==> src/rtl/instr_fetch_queue.sv <==
`default_nettype none
// ============================================================================
// Module      : instr_fetch_queue
// Description : Instruction fetch stage in front of the instruction register.
//               It drives the instruction memory read address, hides the
//               memory's one-cycle read latency, and buffers each returned
//               word with its PC in a DEPTH-entry FIFO. The FIFO hands words
//               to the consumer through a valid/ready handshake. A redirect
//               flushes the queue and restarts fetch at a new PC.
// Ports       : clk          - clock, rising-edge active
//               rst_n        - asynchronous active-low reset
//               fetch_en     - allows new fetch requests to issue
//               imem_raddr   - memory read address (low 32 bits of fetch PC)
//               imem_rdata   - memory read data, one cycle after the address
//               redirect     - flush the queue and restart at redirect_pc
//               redirect_pc  - new fetch PC (bits [1:0] forced to zero)
//               instr_valid  - head entry is valid
//               instr_ready  - consumer accepts the head entry this cycle
//               instr        - head instruction word
//               instr_pc     - PC of the head instruction
//               count        - current FIFO occupancy
// Revision    : 1.0 - initial release
// ============================================================================
module instr_fetch_queue #(
    parameter int          DEPTH    = 4,
    parameter logic [63:0] RESET_PC = 64'h0
) (
    input  logic                     clk,
    input  logic                     rst_n,
    input  logic                     fetch_en,
    output logic [31:0]              imem_raddr,
    input  logic [31:0]              imem_rdata,
    input  logic                     redirect,
    input  logic [63:0]              redirect_pc,
    output logic                     instr_valid,
    input  logic                     instr_ready,
    output logic [31:0]              instr,
    output logic [63:0]              instr_pc,
    output logic [$clog2(DEPTH):0]   count
);

    localparam int PW  = $clog2(DEPTH);
    localparam int CW  = PW + 1;
    localparam int CW1 = CW + 1;

    typedef enum logic [0:0] {
        S_IDLE = 1'b0,
        S_RUN  = 1'b1
    } state_t;

    state_t          r_state;
    state_t          w_next_state;

    logic [63:0]     r_fpc;
    logic            r_inflight;
    logic [63:0]     r_inflight_pc;
    logic [31:0]     r_fifo_instr [DEPTH];
    logic [63:0]     r_fifo_pc    [DEPTH];
    logic [PW-1:0]   r_wptr;
    logic [PW-1:0]   r_rptr;
    logic [CW-1:0]   r_occ;

    logic            w_pop;
    logic            w_push;
    logic            w_issue;
    logic [CW1-1:0]  w_credit;

    assign imem_raddr  = r_fpc[31:0];
    assign instr_valid = (r_occ != '0);
    assign instr       = r_fifo_instr[r_rptr];
    assign instr_pc    = r_fifo_pc[r_rptr];
    assign count       = r_occ;

    assign w_pop  = instr_valid && instr_ready;
    // A redirect in the same cycle kills the returning word.
    assign w_push = r_inflight && !redirect;

    // Slots already spoken for: stored entries plus the outstanding read,
    // less the entry leaving this cycle. Lets issue resume on the pop cycle.
    assign w_credit = {1'b0, r_occ} + CW1'(r_inflight) - CW1'(w_pop);

    always_comb begin
        w_next_state = r_state;
        w_issue      = 1'b0;
        case (r_state)
            S_IDLE: begin
                if (fetch_en) w_next_state = S_RUN;
            end
            S_RUN: begin
                if (!fetch_en) w_next_state = S_IDLE;
                w_issue = fetch_en && !redirect && (w_credit < CW1'(DEPTH));
            end
            default: w_next_state = S_IDLE;
        endcase
    end

    always_ff @(posedge clk or negedge rst_n) begin
        if (!rst_n) r_state <= S_IDLE;
        else        r_state <= w_next_state;
    end

    always_ff @(posedge clk or negedge rst_n) begin
        if (!rst_n) begin
            r_fpc         <= RESET_PC;
            r_inflight    <= 1'b0;
            r_inflight_pc <= '0;
            r_wptr        <= '0;
            r_rptr        <= '0;
            r_occ         <= '0;
        end else if (redirect) begin
            r_fpc      <= {redirect_pc[63:2], 2'b00};
            r_inflight <= 1'b0;
            r_wptr     <= '0;
            r_rptr     <= '0;
            r_occ      <= '0;
        end else begin
            r_inflight <= w_issue;
            if (w_issue) begin
                r_inflight_pc <= r_fpc;
                r_fpc         <= r_fpc + 64'd4;
            end
            if (w_push) r_wptr <= r_wptr + PW'(1);
            if (w_pop)  r_rptr <= r_rptr + PW'(1);
            r_occ <= r_occ + CW'(w_push) - CW'(w_pop);
        end
    end

    // Storage is cleared on reset so the head reads as zero afterwards.
    always_ff @(posedge clk or negedge rst_n) begin
        if (!rst_n) begin
            for (int i = 0; i < DEPTH; i++) begin
                r_fifo_instr[i] <= '0;
                r_fifo_pc[i]    <= '0;
            end
        end else if (w_push) begin
            r_fifo_instr[r_wptr] <= imem_rdata;
            r_fifo_pc[r_wptr]    <= r_inflight_pc;
        end
    end

endmodule
`default_nettype wire

==> config.mk <==
export PLATFORM = sky130hd
export DESIGN_NAME = instr_fetch_queue
export DESIGN_NICKNAME = d
export VERILOG_FILES = /design/src/rtl/instr_fetch_queue.sv
export SDC_FILE = /design/constraint.sdc
export NUM_CORES = 1
export LEC_CHECK = 0
export ABC_AREA = 1
export CAP_MARGIN = 0
export CORE_UTILIZATION = 62
export CTS_CLUSTER_SIZE = 30
export DETAILED_ROUTE_END_ITERATION = 8
export PLACE_DENSITY_LB_ADDON = 0.05
export SLEW_MARGIN = 20
export SYNTH_ARGS = -nofsm -noshare
export SYNTH_HDL_FRONTEND = slang
export SYNTH_SLANG_ARGS = --single-unit
==> constraint.sdc <==
create_clock -name clk -period 5.51 [get_ports clk]
set_clock_uncertainty 0.2 [all_clocks]
set_input_delay 0.8265 -clock clk [delete_from_list [all_inputs] [get_ports clk]]
set_output_delay 0.8265 -clock clk [all_outputs]
set_load 0.005 [all_outputs]
==> parameters.txt, run 1 <==
Parameter                              Value

Run status
  Run status ... finished clean

Logic synthesis
  Gate count of the mapped netlist ... 2920
  Synth Register Bits ... 509
  Biggest area contributors in the synthesized netlist ... sky130_fd_sc_hd__dfrtp_1 54%, sky130_fd_sc_hd__o21ai_0 13%, sky130_fd_sc_hd__nand2_1 12%
  Top cell type by total area after synthesis ... sky130_fd_sc_hd__dfrtp_1
  Share of the synthesized area in the top cell type ... 0.539
  Per-instance average area after synthesis ... 8.09 µm²
  Share of the yosys chip area belonging to registers ... 0.539
  Unique cell type count in the Yosys netlist ... 33
  Number of warning messages in the yosys log ... 0
  Synth Cell Area ... 23600 µm²

Job
  # Max-Cap Violations ... 0

Die
  I/O pin total ... 233
  Die extent in x ... 197 µm
  Cell Rows ... 71
  Core outline area ... 37600 µm²
  Die Area ... 38900 µm²
  Initial Utilization ... 0.629
  Height of the chip ... 197 µm

Timing
  Highest Clock Rate ... 240 MHz
  Smallest setup slack after layout ... 1.35 ns
  Slew of the pin with the lowest slew margin ... 1.12 ns
  RSZ-0062 raised after global routing ... no
  Total negative slack for setup checks ... 0 ns
  Final max-slew violation count ... 0
  Slew headroom ... 0.254
  Minimum period implied by the final worst setup slack ... 4.16 ns
  Final hold violation count ... 0
  Crit share post-route ... 0.755
  Final count of negative-setup-slack endpoints ... 0

Setup path
  Critical-path cell list ... inv_4 -> buf_4 -> o21ai_0 -> o22ai_1 -> clkdlybuf4s50_1
  Dominant delay contributor by cell family on the critical path ... buffers and inverters
  Type of the worst setup path ... flop to primary output
  Worst setup EP type ... primary output
  Combined buffer and inverter count along the critical path ... 3
  Cell with the biggest individual delay on the critical path ... sky130_fd_sc_hd__dfrtp_4
  Worst stage delay on the critical path ... 0.65 ns
  Startpoint types ... flop
  Arr. time, crit path ... 3.13 ns
  Worst EP required ... 4.48 ns
  CP max FO ... 43

Pwr
  Leakage ... 0.0127 µW
  Power per unit of standard cell area ... 457 nW/µm²
  Sum of internal, switching and leakage power ... 12600 µW
  VDD IR max ... 0.290 mV

Global route
  Antenna violations before repair ... 3
  Overall fraction of global-route tracks in use ... 0.339
  Largest net degree at the start of global routing ... 156
  Global-route wire length before repair ... 104000 µm
  Vias in the first global route ... 19.6k
  Aggregate global routing overflow ... 0

Final layout
  Design area ... 27600 µm²
  Most common library cell in the layout ignoring fill and taps ... sky130_fd_sc_hd__nand2_1
  Layout cell share with drive strength beyond 1 ... 0.0474
  Final standard cell count with taps included and fillers excluded ... 3572
  Layout filler cell count ... 2814
  Final #Nets ... 3133
  Area growth from synthesis to final layout ... 16.9%
  Commonest cells after routing, fill and taps aside ... 747 x sky130_fd_sc_hd__nand2_1, 625 x sky130_fd_sc_hd__o21ai_0, 507 x sky130_fd_sc_hd__dfrtp_1

Detailed routing
  Number of DRC markers after the initial detailed-route iteration ... 2020
  Average routed wire per standard cell ... 18.1 µm
  Post-DRT Antenna Nets ... 0
  First-pass detailed-route iteration total ... 6
  Max Used Layer ... met5
  Met1 wire length ... 28400 µm
  DRC ... 0
  Via density ... 5.80
  Met2 routed wirelength ... 29300 µm
  Via count ... 20.7k
  Sum of routed wire length over all layers ... 64800 µm
  Wire length on met3 ... 5150 µm

Placed design
  Port-buffer cells ... 226
  Half-perimeter wire length of the detailed placement result ... 41200 µm
  Worst slack at placement ... 1.47 ns
  Placed cell areas ... 25900 µm²
  Number of cells after detailed placement ... 3478
  Weighted congestion reported at the end of routability-driven placement ... 0.932

Clock network
  Post-cts sizing count ... 0
  Hold-fix buffer count after cts ... 0
  Total number of clock tree sinks ... 509
  Buffer cell driving the clock tree root ... sky130_fd_sc_hd__clkbuf_16
  Clock insertion delay at the later pin of the skew report ... 0.60 ns
  CTS tree ... built
  Number of levels in the clock H-tree ... 2
  Clock slew seen by the registers of the worst setup and hold paths ... 0.06 ns
  Total CTS buffers ... 52
  Buffer count from post-CTS setup fixing ... 0
  CTS max path bufs ... 3

Worst hold path
  Type of the tightest min-delay check ... input pin to asynchronous set/reset pin
## logic make-up (layout without fill, tap and decap cells)
family          Yosys count  after routing  share of synthesized area
fa+ha+maj                11             11                    0.00614
simple gates           1234           1234                      0.211
xor+xnor                 22             22                    0.00815
flops                   509            509                      0.539
buf+inv                 397            534                     0.0723
other cells               1              5                   0.000159
compound gates          746            746                      0.163
## registers in the layout, indices dropped and copies added (netlist names)
signal,cells
count,3
r_fifo_instr,128
r_state,1
r_fifo_pc,248
r_inflight_pc,62
r_inflight,1
r_rptr,2
r_fpc,62
r_wptr,2
## report_power, final
| group | switching (µW) | total, µW | internal (µW) |
|---|---|---|---|
| sequential | 583 | 5040 | 4460 |
| clock | 1450 | 3580 | 2120 |
| combinational | 2210 | 4010 | 1790 |
| total | 4250 | 12600 | 8380 |
## per-layer routing
metal  global-route usage  vias up
met5                    0        -
met4                0.112        4
met1                0.498    10059
li1                     -     9708
met2                0.512      826
met3               0.0592      115
## through the flow
step                      hold slack, ns   util
after floorplan                    0.248      -
after global placement             0.260  0.689
after detailed placement           0.268  0.689
after CTS                         0.0246  0.735
after global routing              0.0477  0.735
final                            0.00885  0.735
## synthesized netlist by cell type, drive strengths merged
master	number
a21oi	4
nand4	15
o21ai	645
buf	92
fa	1
o22ai	94
inv	185
nor2	311
conb	1
clkbuf	119
dfrtp	509
and2	1
xor2	17
nand2	760
ha	10
clkinv	1
nor3	1
xnor2	5
o21bai	2
nand3b	1
o21a	1
or2	1
nand3	144
## worst register-to-register path, cell delays in order (launching register included)
cell                      delay, ns
sky130_fd_sc_hd__dfrtp_1       0.41
sky130_fd_sc_hd__inv_1         0.15
sky130_fd_sc_hd__nand2_1       0.09
sky130_fd_sc_hd__nand2_1       0.16
sky130_fd_sc_hd__inv_1         0.11
sky130_fd_sc_hd__ha_1          0.19
sky130_fd_sc_hd__inv_1         0.06
sky130_fd_sc_hd__ha_1          0.24
sky130_fd_sc_hd__nand3_1       0.11
sky130_fd_sc_hd__nand2_1       0.06
sky130_fd_sc_hd__nand2_1       0.10
sky130_fd_sc_hd__nand2_1       0.06
sky130_fd_sc_hd__nor2_1        0.21
sky130_fd_sc_hd__nand2_4       0.54
sky130_fd_sc_hd__buf_4         0.49
sky130_fd_sc_hd__nand2_1       0.09
sky130_fd_sc_hd__o21ai_0       0.08
## layout make-up
type | count | area (µm²) | share of cell area
flip-flops and latches | 509 | 12700 | 0.461
well taps | 511 | 639 | 0.0231
inverters | 186 | 701 | 0.0254
repair buffers | 255 | 2580 | 0.0934
clock buffers | 80 | 1560 | 0.0564
multi-input cells | 2017 | 9220 | 0.334
clock inverters | 13 | 175 | 0.00634
diodes | 1 | 2.50 | 0.0000906
## final timing paths
check / startpoint / end / slack, ns / cells past startpoint
max: r_rptr[0]$_DFFE_PN0P_ / instr_pc[37] / 1.35 / 5
min: rst_n / r_fifo_instr[15]$_DFFE_PN0P_ / 0.009 / 1
max reg2reg: count[1]$_DFF_PN0_ / r_inflight_pc[54]$_DFFE_PN0P_ / 2.06 / 16
min reg2reg: r_fifo_pc[133]$_DFFE_PN0P_ / r_fifo_pc[133]$_DFFE_PN0P_ / 0.28 / 2
max in group asynchronous: rst_n / r_inflight_pc[52]$_DFFE_PN0P_ / 3.82 / 2
min in group clk: r_fifo_pc[133]$_DFFE_PN0P_ / r_fifo_pc[133]$_DFFE_PN0P_ / 0.28 / 2
(Power assumes the default switching activity.)
==> run 2, diff against run 1 <==
--- a/config.mk
+++ b/config.mk
@@ -7,7 +7,7 @@
 export LEC_CHECK = 0
 export ABC_AREA = 1
 export CAP_MARGIN = 0
-export CORE_UTILIZATION = 62
+export CORE_UTILIZATION = 58
 export CTS_CLUSTER_SIZE = 30
 export DETAILED_ROUTE_END_ITERATION = 8
 export PLACE_DENSITY_LB_ADDON = 0.05
==> constraint.sdc (replaced) <==
create_clock -name clk -period 4.35 [get_ports clk]
set_clock_uncertainty 0.2 [all_clocks]
set_input_delay 0.6525 -clock clk [delete_from_list [all_inputs] [get_ports clk]]
set_output_delay 0.6525 -clock clk [all_outputs]
set_load 0.005 [all_outputs]
==> run 2 against run 1 <==
Against the previous run:
- routed wire length shrank 0.15%
- global-route usage fell by 2.3 points
- design area increased by 0.55%
- first-iteration DRC count decreased by 7.5%
- sequential share of layout area fell by 0.25 points
- register-to-register slack worse by 0.83 ns
- clock-buffer cell count is 5 lower
- worst setup slack lost 0.84 ns
- sequential cell count stayed put
- critical path depth fell by 1
- worst hold slack improved by 0.27 ns
- largest power group unchanged
- highest routed layer is now met4
==> parameters.txt, run 2 (synthesis results as in run 1) <==
Parameter                              Value

Run status
  Run status ... finished clean

Detailed routing
  Via count ... 20.5k
  Met2 routed wirelength ... 28800 µm
  Max Used Layer ... met4
  Via density ... 5.71
  Sum of routed wire length over all layers ... 64700 µm
  Met1 wire length ... 29300 µm
  Post-DRT Antenna Nets ... 0
  Number of DRC markers after the initial detailed-route iteration ... 1868
  First-pass detailed-route iteration total ... 6
  Wire length on met3 ... 4730 µm
  DRC ... 0
  Average routed wire per standard cell ... 18.0 µm

Die
  I/O pin total ... 233
  Core outline area ... 39900 µm²
  Die extent in x ... 204 µm
  Die Area ... 41600 µm²
  Cell Rows ... 73
  Height of the chip ... 204 µm
  Initial Utilization ... 0.592

Timing
  Highest Clock Rate ... 261 MHz
  Crit share post-route ... 0.882
  Total negative slack for setup checks ... 0 ns
  Slew of the pin with the lowest slew margin ... 1.13 ns
  RSZ-0062 raised after global routing ... no
  Slew headroom ... 0.245
  Minimum period implied by the final worst setup slack ... 3.84 ns
  Smallest setup slack after layout ... 0.513 ns
  Final count of negative-setup-slack endpoints ... 0
  Final hold violation count ... 0
  Final max-slew violation count ... 0

Placed design
  Number of cells after detailed placement ... 3502
  Half-perimeter wire length of the detailed placement result ... 41900 µm
  Port-buffer cells ... 226
  Weighted congestion reported at the end of routability-driven placement ... 0.957
  Placed cell areas ... 26100 µm²
  Worst slack at placement ... 0.816 ns

Clock network
  Buffer cell driving the clock tree root ... sky130_fd_sc_hd__clkbuf_16
  Clock insertion delay at the later pin of the skew report ... 0.59 ns
  CTS max path bufs ... 3
  Buffer count from post-CTS setup fixing ... 0
  Number of levels in the clock H-tree ... 2
  CTS tree ... built
  Post-cts sizing count ... 0
  Total CTS buffers ... 52
  Total number of clock tree sinks ... 509
  Clock slew seen by the registers of the worst setup and hold paths ... 0.06 ns

Final layout
  Layout filler cell count ... 3271
  Final standard cell count with taps included and fillers excluded ... 3596
  Commonest cells after routing, fill and taps aside ... 747 x sky130_fd_sc_hd__nand2_1, 625 x sky130_fd_sc_hd__o21ai_0, 507 x sky130_fd_sc_hd__dfrtp_1
  Number of antenna repair diodes ... 0
  FF+latch area ... 12700 µm²
  Largest register by flop count ... r_fifo_pc
  Area of the multi-input gates ... 9220 µm²
  Number of flip-flops in the largest register ... 248
  Design area ... 27800 µm²
  Most common library cell in the layout ignoring fill and taps ... sky130_fd_sc_hd__nand2_1
  Final #Nets ... 3144
  Layout cell share with drive strength beyond 1 ... 0.0511
  Area growth from synthesis to final layout ... 17.5%
  Leading registers by flop count ... r_fifo_pc: 248 flops, r_fifo_instr: 128 flops

Setup path
  Arr. time, crit path ... 2.98 ns
  Startpoint types ... flop
  Type of the worst setup path ... flop to primary output
  Worst setup EP type ... primary output
  CP max FO ... 94
  Worst EP required ... 3.50 ns

Worst hold path
  Type of the tightest min-delay check ... flop to flop

Pwr
  Leakage ... 0.0128 µW
  VDD IR max ... 0.421 mV
  Power per unit of standard cell area ... 574 nW/µm²

Global route
  Global-route wire length before repair ... 104000 µm
  Aggregate global routing overflow ... 0
  Overall fraction of global-route tracks in use ... 0.315
  Vias in the first global route ... 19.3k
  Largest net degree at the start of global routing ... 110
  Antenna violations before repair ... 0

Job
  # Max-Cap Violations ... 0
==> run 2: repair_timing <==
action,in CTS,in global routing
hold buffers,1,0
endpoints found under the hold margin,62,0
setup endpoints to repair,0,0
==> run 2: layout make-up <==
type / count / share of cell area
Clock buffer: 75 / 0.0539
Inverter: 186 / 0.0252
Sequential cell: 509 / 0.459
Clock inverter: 18 / 0.00761
Multi-Input combinational cell: 2017 / 0.332
Timing Repair Buffer: 266 / 0.0987
Tap cell: 525 / 0.0237
==> run 2: worst paths after layout <==
check                      slack [ns]                     endpoint  depth (start not counted)                  startpoint
max                              0.51                 instr_pc[49]                          4       r_rptr[1]$_DFFE_PN0P_
max reg2reg                      1.23        r_fpc[53]$_DFFE_PN0P_                         16          count[1]$_DFF_PN0_
min reg2reg                      0.28   r_fifo_pc[153]$_DFFE_PN0P_                          2  r_fifo_pc[153]$_DFFE_PN0P_
min                              0.28   r_fifo_pc[153]$_DFFE_PN0P_                          2  r_fifo_pc[153]$_DFFE_PN0P_
min in group asynchronous        0.55  r_fifo_instr[9]$_DFFE_PN0P_                          2                       rst_n
max in group asynchronous        2.51        r_rptr[0]$_DFFE_PN0P_                          3                       rst_n
==> run 2: report_power, final <==
group,internal (µW),switching (µW)
clock,2620,1850
combinational,2300,2760
sequential,5650,770
==> run 2: routing by layer <==
| metal | global-route usage | vias up |
|---|---|---|
| li1 | - | 9733 |
| met1 | 0.471 | 9900 |
| met2 | 0.476 | 781 |
| met3 | 0.0486 | 109 |
| met4 | 0.0969 | 0 |
| met5 | 0 | - |
==> run 2: critical path: stages (launching register included) <==
cell and delay [ns]:
sky130_fd_sc_hd__dfrtp_2 0.36, sky130_fd_sc_hd__buf_4 0.85, sky130_fd_sc_hd__o21ai_0 0.22, sky130_fd_sc_hd__o22ai_1 0.37, sky130_fd_sc_hd__clkdlybuf4s50_1 0.57
==> run 2: through the flow <==
| stage | util | hold slack [ns] | total power, µW |
|---|---|---|---|
| after CTS | 0.696 | 0.265 | 16000 |
| final | 0.696 | 0.276 | 16000 |
| after global placement | 0.653 | 0.260 | 11400 |
| after floorplan | - | 0.157 | 8920 |
| after global routing | 0.696 | 0.291 | 16900 |
| after detailed placement | 0.653 | 0.267 | 11500 |
